$ cat config.mk
export PLATFORM = sky130hd
export DESIGN_NAME = apb_mem_arbiter
export DESIGN_NICKNAME = d
export VERILOG_FILES = /design/src/rtl/apb_mem_arbiter.sv
export SDC_FILE = /design/constraint.sdc
export NUM_CORES = 1
export LEC_CHECK = 0
export CAP_MARGIN = 20
export CORE_AREA = 5 5 171 173
export DETAILED_ROUTE_END_ITERATION = 8
export DIE_AREA = 0 0 176 178
export PLACE_DENSITY_LB_ADDON = 0.1
export REMOVE_ABC_BUFFERS = 1
export SYNTH_ARGS = -nofsm -noshare
export SYNTH_HDL_FRONTEND = slang
export SYNTH_SLANG_ARGS = --single-unit
export TNS_END_PERCENT = 30
$ cat constraint.sdc
create_clock -name PCLK -period 7.4 [get_ports PCLK]
set_clock_uncertainty 0.15 [all_clocks]
set_input_delay 1.48 -clock PCLK [delete_from_list [all_inputs] [get_ports PCLK]]
set_output_delay 1.48 -clock PCLK [all_outputs]
set_load 0.02 [all_outputs]
$ cat src/rtl/apb_mem_arbiter.sv
// apb_mem_arbiter: round-robin arbiter sequencing N_REQ requesters onto one APB slave with a PREADY watchdog
module apb_mem_arbiter #(
    parameter int ADDR_W  = 32,
    parameter int DATA_W  = 64,
    parameter int N_REQ   = 2,
    parameter int TIMEOUT = 16
) (
    input  logic                       PCLK,
    input  logic                       PRESET,
    input  logic [N_REQ-1:0]           req_valid,
    input  logic [N_REQ-1:0]           req_write,
    input  logic [N_REQ*ADDR_W-1:0]    req_addr,
    input  logic [N_REQ*DATA_W-1:0]    req_wdata,
    input  logic [N_REQ*DATA_W/8-1:0]  req_strb,
    output logic [N_REQ-1:0]           req_done,
    output logic [DATA_W-1:0]          req_rdata,
    output logic                       req_err,
    output logic                       PSELx,
    output logic                       PENABLE,
    output logic                       PWRITE,
    output logic [ADDR_W-1:0]          PADDR,
    output logic [DATA_W-1:0]          PWDATA,
    output logic [DATA_W/8-1:0]        PSTRB,
    input  logic [DATA_W-1:0]          PRDATA,
    input  logic                       PREADY,
    input  logic                       PSLVERR
);
    localparam int SW = DATA_W / 8;
    localparam int GW = $clog2(N_REQ);
    localparam int CW = $clog2(TIMEOUT + 1) + 1;

    typedef enum logic [1:0] {IDLE, SETUP, ACCESS, DONE} state_t;

    state_t            state_q, state_d;
    logic [GW-1:0]     grant_q, grant_d, last_grant_q, last_grant_d, pick;
    logic [CW-1:0]     cnt_q, cnt_d;
    logic              psel_q, psel_d, penable_q, penable_d, pwrite_q, pwrite_d;
    logic [ADDR_W-1:0] paddr_q, paddr_d;
    logic [DATA_W-1:0] pwdata_q, pwdata_d, rdata_q, rdata_d;
    logic [SW-1:0]     pstrb_q, pstrb_d;
    logic [N_REQ-1:0]  done_q, done_d;
    logic              err_q, err_d, found;

    // Scan downward so the requester closest after last_grant is the one left in pick.
    always_comb begin
        pick  = '0;
        found = 1'b0;
        for (int k = N_REQ; k >= 1; k--) begin
            if (req_valid[(int'(last_grant_q) + k) % N_REQ]) begin
                pick  = GW'((int'(last_grant_q) + k) % N_REQ);
                found = 1'b1;
            end
        end
    end

    always_comb begin
        state_d      = state_q;
        grant_d      = grant_q;
        last_grant_d = last_grant_q;
        cnt_d        = cnt_q;
        psel_d       = psel_q;
        penable_d    = penable_q;
        pwrite_d     = pwrite_q;
        paddr_d      = paddr_q;
        pwdata_d     = pwdata_q;
        pstrb_d      = pstrb_q;
        done_d       = done_q;
        rdata_d      = rdata_q;
        err_d        = err_q;
        case (state_q)
            IDLE: if (found) begin
                grant_d  = pick;
                pwrite_d = req_write[pick];
                paddr_d  = req_addr[int'(pick)*ADDR_W +: ADDR_W];
                pwdata_d = req_wdata[int'(pick)*DATA_W +: DATA_W];
                pstrb_d  = req_strb[int'(pick)*SW +: SW];
                psel_d   = 1'b1;
                state_d  = SETUP;
            end
            SETUP: begin
                penable_d = 1'b1;
                cnt_d     = '0;
                state_d   = ACCESS;
            end
            ACCESS: begin
                if (PREADY || (TIMEOUT != 0 && cnt_q == CW'(TIMEOUT - 1))) begin
                    rdata_d         = (PREADY && !pwrite_q) ? PRDATA : '0;
                    err_d           = PREADY ? PSLVERR : 1'b1;
                    psel_d          = 1'b0;
                    penable_d       = 1'b0;
                    done_d          = '0;
                    done_d[grant_q] = 1'b1;
                    last_grant_d    = grant_q;
                    state_d         = DONE;
                end else begin
                    cnt_d = cnt_q + 1'b1;
                end
            end
            DONE: begin
                done_d  = '0;
                state_d = IDLE;
            end
            default: state_d = IDLE;
        endcase
    end

    always_ff @(posedge PCLK or posedge PRESET) begin
        if (PRESET) begin
            state_q      <= IDLE;
            grant_q      <= '0;
            last_grant_q <= GW'(N_REQ - 1);
            cnt_q        <= '0;
            psel_q       <= 1'b0;
            penable_q    <= 1'b0;
            pwrite_q     <= 1'b0;
            paddr_q      <= '0;
            pwdata_q     <= '0;
            pstrb_q      <= '0;
            done_q       <= '0;
            rdata_q      <= '0;
            err_q        <= 1'b0;
        end else begin
            state_q      <= state_d;
            grant_q      <= grant_d;
            last_grant_q <= last_grant_d;
            cnt_q        <= cnt_d;
            psel_q       <= psel_d;
            penable_q    <= penable_d;
            pwrite_q     <= pwrite_d;
            paddr_q      <= paddr_d;
            pwdata_q     <= pwdata_d;
            pstrb_q      <= pstrb_d;
            done_q       <= done_d;
            rdata_q      <= rdata_d;
            err_q        <= err_d;
        end
    end

    assign PSELx     = psel_q;
    assign PENABLE   = penable_q;
    assign PWRITE    = pwrite_q;
    assign PADDR     = paddr_q;
    assign PWDATA    = pwdata_q;
    assign PSTRB     = pstrb_q;
    assign req_done  = done_q;
    assign req_rdata = rdata_q;
    assign req_err   = err_q;
endmodule

==> results of run 1 <==
[synth_stat cells (2+ instances only)]
cell,count
a211oi_1,3
a21oi_1,2
a22o_1,2
a22oi_1,65
and3b_1,2
buf_2,22
buf_4,8
buf_8,5
clkbuf_1,21
clkbuf_2,4
dfrtp_1,183
ha_1,6
inv_1,72
mux2i_1,106
nand2_1,115
nand2b_1,2
nand4_1,2
nor2_1,4
nor2b_1,2
nor3b_1,4
o211ai_1,7
o21ai_0,118
o21ai_1,53
o22ai_1,2
[worst max-delay path, delay by kind of cell]
kind / cells / cell delay [ps]
compound gates: 2 / 440
buf+inv: 2 / 1170
mux: 1 / 330
[routing by layer]
layer / vias to the layer above / share of wire
met5: - / 0
met4: 0 / 0.010
met3: 15 / 0.096
met2: 274 / 0.50
met1: 3412 / 0.40
li1: 3743 / -
[where the power goes]
part	internal [mW]	total, mW	leakage, nW	switching, mW
Clock	0.468	0.919	0.286	0.451
Sequential	1.50	1.82	2.19	0.319
Combinational	1.36	2.92	3.58	1.56
[metrics by stage]
step	utilization	power, mW	setup WS, ps
after detailed placement	0.483	4.78	3160
after CTS	0.504	5.73	3640
after global routing	0.505	6.05	3900
final	0.505	5.66	4060
after global placement	0.483	4.75	3210
after floorplan	-	3.35	771
[registers in the layout (all words and copies together), names as in the netlist]
signal / cells
PWDATA: 64
req_rdata: 64
PADDR: 32
PSTRB: 8
cnt_q: 6
req_done: 2
state_q: 2
PENABLE: 1
PSELx: 1
PWRITE: 1
grant_q: 1
last_grant_q: 1
req_err: 1
[worst max path at each step]
stage | slack (ps) | end | startpoint
after global routing | 3900 | PWDATA[61] | req_valid[1]
after global placement | 3210 | PADDR[12] | req_valid[0]
after CTS | 3640 | PWDATA[39] | req_valid[0]
after floorplan | 770 | PADDR[0] | PRESET
after detailed placement | 3160 | PADDR[25] | req_valid[0]
final | 4060 | PADDR[27] | req_valid[1]
[logic make-up after synthesis]
logic type	Yosys count	share of synthesized area
compound gates	267	0.187
fa+ha+maj	6	0.00877
buf+inv	134	0.0727
flops	184	0.538
mux	107	0.125
simple gates	137	0.0681
[area by class of cell]
class                      instances  share of cell area
clock buffer                      20              0.0329
clock inverter                    12             0.00848
multi-input combinational        517               0.241
inverter                          73              0.0203
timing repair buffer             463               0.334
antenna                            2            0.000361
tap                              346              0.0312
sequential                       184               0.332
==> summary.txt, run 1 <==
Outcome
  – Status: finished clean

Place
  – HPWL after detailed placement: 22900 µm
  – Placed inst area: 13300 µm²
  – Count of buffers inserted at the top-level ports: 453
  – Placed cell count: 1582
  – Placer congestion estimate: 0.775

Timing
  – Final setup vio count: 0
  – Slew Limit Fails: 0
  – Shortest period the worst path allows: 3340 ps
  – Tightest slew margin relative to the limit: 0.360
  – Slew @ Worst Pin: 960 ps
  – Final worst path period share: 0.452
  – Worst hold slack: 332 ps
  – Setup tns final: 0 ps
  – RSZ-0062 raised after global routing: false
  – Fmax: 0.299 GHz
  – Count of endpoints failing hold in the final timing report: 0

Worst setup path
  – Slowest cell on the critical path: buf_4
  – Worst reg-to-reg setup slack: 4830 ps
  – Worst stage delay on the critical path: 630 ps
  – Worst r2r dst: cnt_q[5]
  – CP Capture Type: flop
  – Type of the worst setup path: in2reg
  – Worst-path cell chain: clkdlybuf4s50_1 > a21boi_4 > buf_4 > mux2i_1 > o21ai_0
  – Reg2reg path depth: 6
  – Maximum fanout encountered on the critical timing path: 42
  – Worst endpoint data arrival time: 3480 ps
  – Required time of the critical path: 7530 ps
  – Launch instance of the worst register-to-register path: state_q[0]
  – Element type at the critical path start: primary input

GRT
  – Initial antenna violation count: 2
  – Met3 Track Usage GR: 0.0778
  – Global-route wire length before repair: 45500 µm
  – Largest net degree at the start of global routing: 133
  – Layer with the highest usage after global routing: met2
  – GR Util All Layers: 0.189
  – GRT met2 Usage: 0.323
  – Number of global-route vias before repair: 7607
  – Overflow left after global routing: 0
  – Met1 track demand over resource in global routing: 0.222

Clock network
  – Worst-Skew Late Latency: 430 ps
  – Root buffer selected by CTS: clkbuf_16
  – Clock sink count: 184
  – Worst-path clk slew: 70 ps
  – Maximum buffer depth of the clock tree: 2
  – Clock buffers created by TritonCTS: 17
  – Resized Gates After CTS: 0
  – Post-CTS Setup Inserts: 0
  – CTS H-Tree Depth: 4
  – Post-CTS Hold Fix Bufs: 0
  – TritonCTS clock tree: done

Layout
  – Final-layout fill cell count: 2575
  – Synthesis-to-layout area growth: 62.2%
  – Summed area of non-filler cells in the final layout: 13900 µm²
  – Layout Cells excl Fill: 1617
  – Area taken by multi-input logic gates: 3340 µm²
  – Sequential Area: 4610 µm²
  – Final nets: 1542
  – Most common cell after layout, fill and taps aside: clkdlybuf4s50_1
  – Most used cells in the layout excluding fill and tap cells: 453 x clkdlybuf4s50_1, 183 x dfrtp_1, 118 x o21ai_0
  – Fraction of final layout cells with drive strength greater than 1: 0.0386

Logic synthesis
  – Yosys synthesis warning count: 0
  – Average footprint of a synthesized cell: 10.2 µm²
  – Number of synthesized flops with an enable pin: 0
  – Number of storage elements in the synthesis netlist: 184
  – Post-Synthesis Cell Area: 8560 µm²
  – Gate count after technology mapping: 835
  – Area share of the leading cell type in the synthesized netlist: 0.535
  – Main area contributors after synthesis: dfrtp_1 54%, mux2i_1 12%, o21ai_0 6.9%
  – Leading register cell type out of synthesis: dfrtp_1
  – Sequential-to-total area share from yosys stat: 0.538
  – Biggest area consumer among synthesized cells: dfrtp_1
  – Number of distinct library cells after synthesis: 49
  – Share of flip-flops with an asynchronous set or reset: 1.00

Drt
  – Mean number of vias per cell: 4.60
  – Total length of routed wires: 30700 µm
  – Routed wirelength normalized by instance count: 19.0 µm
  – TritonRoute pass-1 iters: 4
  – Vias: 7444
  – DRC violation count after routing: 0
  – Initial drt markers: 439
  – Count of antenna-violating nets left after detailed routing: 0

Floorplanning
  – Starting density of the core: 0.311
  – Vertical extent of the die: 178 µm
  – I/O Pins: 454
  – Area of the die: 31300 µm²
  – Core Region: 27500 µm²
  – Horiz. Die Dim: 176 µm
  – Std cell rows: 61

Hold path
  – Hold-critical path depth: 2
  – Worst min-delay path startpoint: PSTRB[0]
  – WHS Endpoint: PSTRB[0]
  – Type of the most critical hold path: reg2reg

Power and ir drop
  – Maximum resistive drop on vdd: 0.212 mV
  – Static Leak: 6.05 nW
  – Power per standard cell area: 408 nW/µm²

Run
  – Total of max-cap violations: 0
Power figures use the tool's default switching activity.
==> run 2: changes to the inputs <==
==> constraint.sdc (replaced) <==
create_clock -name PCLK -period 3.24 [get_ports PCLK]
set_clock_uncertainty 0.15 [all_clocks]
set_input_delay 0.648 -clock PCLK [delete_from_list [all_inputs] [get_ports PCLK]]
set_output_delay 0.648 -clock PCLK [all_outputs]
set_load 0.02 [all_outputs]
==> summary.txt, run 2 (synthesis gave the netlist of run 1 again) <==
Worst setup path
  – Launch instance of the worst register-to-register path: cnt_q[0] (was state_q[0])
  – Worst stage delay on the critical path: 700 ps (was 630 ps)
  – Maximum fanout encountered on the critical timing path: 3 (was 42)
  – Required time of the critical path: 2440 ps (was 7530 ps)
  – Worst endpoint data arrival time: 1500 ps (was 3480 ps)
  – Worst reg-to-reg setup slack: 970 ps (was 4830 ps)
  – Element type at the critical path start: flop (was primary input)
  – Number of buffer and inverter instances along the worst setup path: 1 (was 2)
  – Type of the worst setup path: reg2out (was in2reg)
  – Reg2reg path depth: 5 (was 6)
  – CP Capture Type: output pin (was flop)
  – Worst-path cell chain: clkdlybuf4s50_1 (was clkdlybuf4s50_1 > a21boi_4 > buf_4 > mux2i_1 > o21ai_0)
  – Worst r2r dst: req_rdata[10] (was cnt_q[5])
  – Cell type group with the largest total delay on the critical path: buffers and inverters (unchanged)
  – Slowest cell on the critical path: clkdlybuf4s50_1 (was buf_4)

Layout
  – Final nets: 1551 (was 1542)
  – Most used cells in the layout excluding fill and tap cells: 453 x clkdlybuf4s50_1, 183 x dfrtp_1, 118 x o21ai_0 (unchanged)
  – Fraction of final layout cells with drive strength greater than 1: 0.0438 (was 0.0386)
  – Most common cell after layout, fill and taps aside: clkdlybuf4s50_1 (unchanged)
  – Synthesis-to-layout area growth: 64.4% (was 62.2%)
  – Final-layout fill cell count: 2508 (was 2575)

Floorplanning
  – Area of the die: 31300 µm² (unchanged)
  – Starting density of the core: 0.311 (unchanged)
  – Core Region: 27500 µm² (unchanged)
  – Horiz. Die Dim: 176 µm (unchanged)
  – I/O Pins: 454 (unchanged)
  – Vertical extent of the die: 178 µm (unchanged)
  – Std cell rows: 61 (unchanged)

Drt
  – Total length of routed wires: 31200 µm (was 30700 µm)
  – TritonRoute pass-1 iters: 4 (unchanged)
  – Vias: 7555 (was 7444)
  – Routed wirelength normalized by instance count: 19.2 µm (was 19.0 µm)
  – Count of antenna-violating nets left after detailed routing: 0 (unchanged)
  – Initial drt markers: 406 (was 439)
  – Mean number of vias per cell: 4.65 (was 4.60)
  – DRC violation count after routing: 0 (unchanged)

Clock network
  – Clock sink count: 184 (unchanged)
  – TritonCTS clock tree: done (unchanged)
  – Post-CTS Setup Inserts: 0 (unchanged)
  – Worst-Skew Late Latency: 430 ps (about the same)
  – Root buffer selected by CTS: clkbuf_16 (unchanged)
  – Resized Gates After CTS: 0 (unchanged)
  – Clock buffers created by TritonCTS: 17 (unchanged)
  – CTS H-Tree Depth: 4 (unchanged)
  – Maximum buffer depth of the clock tree: 2 (unchanged)
  – Post-CTS Hold Fix Bufs: 0 (unchanged)
  – Worst-path clk slew: 70 ps (about the same)

Power and ir drop
  – Static Leak: 6.12 nW (was 6.05 nW)
  – Net switching share of the total power: 0.402 (was 0.412)
  – Power per standard cell area: 932 nW/µm² (was 408 nW/µm²)
  – Share of total power in combinational logic: 0.514 (was 0.517)
  – Int Power: 7.83 mW (was 3.33 mW)
  – Part of the power in the clock network: 0.169 (was 0.162)
  – Fraction of power consumed by sequential logic: 0.317 (was 0.321)
  – Maximum resistive drop on vdd: 0.370 mV (was 0.212 mV)
  – Net switching power figure: 5.27 mW (was 2.33 mW)
  – Design Power: 13.1 mW (was 5.66 mW)

Timing
  – Slew Limit Fails: 0 (unchanged)
  – Tightest slew margin relative to the limit: 0.486 (was 0.360)
  – Setup slack after layout: 944 ps (was 4060 ps)
  – Slew @ Worst Pin: 772 ps (was 960 ps)
  – Shortest period the worst path allows: 2300 ps
  – Final setup vio count: 0 (unchanged)
  – Final worst path period share: 0.709
  – Count of endpoints failing hold in the final timing report: 0 (unchanged)
  – Fmax: 0.436 GHz
  – RSZ-0062 raised after global routing: false (unchanged)
  – Setup tns final: 0 ps (unchanged)

Place
  – HPWL after detailed placement: 23700 µm (was 22900 µm)
  – Post-Place Setup Slack: 534 ps (was 3160 ps)
  – Count of buffers inserted at the top-level ports: 453 (unchanged)
  – Placer congestion estimate: 0.789 (was 0.775)

GRT
  – Overflow left after global routing: 0 (unchanged)
  – Number of global-route vias before repair: 7735 (was 7607)
  – Initial antenna violation count: 4 (was 2)
  – Global-route wire length before repair: 46600 µm (was 45500 µm)
  – GR Util All Layers: 0.194 (was 0.189)
  – Largest net degree at the start of global routing: 69 (was 133)

Run
  – Total of max-cap violations: 0 (unchanged)

Hold path
  – WHS Endpoint: PSTRB[6] (was PSTRB[0])
  – Type of the most critical hold path: reg2reg (unchanged)
  – Worst min-delay path startpoint: PSTRB[6] (was PSTRB[0])
  – Hold-critical path depth: 2 (unchanged)

Outcome
  – Status: finished clean (unchanged)
-- run 2: cell types whose count changed in the layout (fill, tap and decap cells not counted), sizes merged --
cell,change
clkinvlp,+4
buf,+9
bufinv,+3
inv,-6
clkinv,-1
-- run 2: worst max-delay path by stage --
stage | cells past startpoint | slack, ps | to | startpoint
after floorplan | 1 | -2560 | PADDR[0] | PRESET
after global placement | 6 | 580 | PWDATA[44] | req_valid[1]
after detailed placement | 6 | 530 | PWDATA[44] | req_valid[1]
after CTS | 1 | 900 | PADDR[20] | PADDR[20]
after global routing | 5 | 780 | req_rdata[15] | cnt_q[0]
final | 1 | 940 | req_rdata[54] | req_rdata[54]
-- run 2: metrics by stage --
step | cells | area (µm²) | util | hold WS [ps]
3_5_place_dp | 1592 | 13500 | 0.490 | 319
6_report | 1626 | 14100 | 0.512 | 330
3_3_place_gp | 1592 | 13500 | 0.490 | 311
2_1_floorplan | 774 | 8210 | - | 335
5_1_grt | 1626 | 14100 | 0.512 | 353
4_1_cts | 1624 | 14100 | 0.512 | 335
-- run 2: worst min-delay path: stages (launching register included) --
cell and delay, ps:
dfrtp_1 350, nand2_1 40, o21ai_0 60
-- run 2: power by group through the flow --
stage                     Clock, mW  Combinational [mW]  Sequential, mW
after CTS                      2.28                6.86            4.16
after global routing           2.35                7.32            4.31
final                          2.22                6.73            4.15
after global placement            0                6.80            4.13
after detailed placement          0                6.85            4.17
after floorplan                   0                2.27            5.39
-- run 2: cell type report --
cell class / count / area (µm²) / share of cell area
Timing Repair Buffer: 472 / 4790 / 0.341
Sequential cell: 184 / 4610 / 0.328
Multi-Input combinational cell: 517 / 3340 / 0.238
Clock buffer: 20 / 437 / 0.0311
Tap cell: 346 / 433 / 0.0308
Inverter: 73 / 282 / 0.0200
Clock inverter: 12 / 166 / 0.0118
Antenna cell: 2 / 5.00 / 0.000356
-- run 2: layer usage --
metal  vias to the layer above  share of wire  GRT usage
met5                         -        0.00045          0
met4                         2          0.014     0.0478
met3                        23           0.10     0.0886
met2                       282           0.49      0.336
met1                      3495           0.39      0.220
li1                       3753              -          -
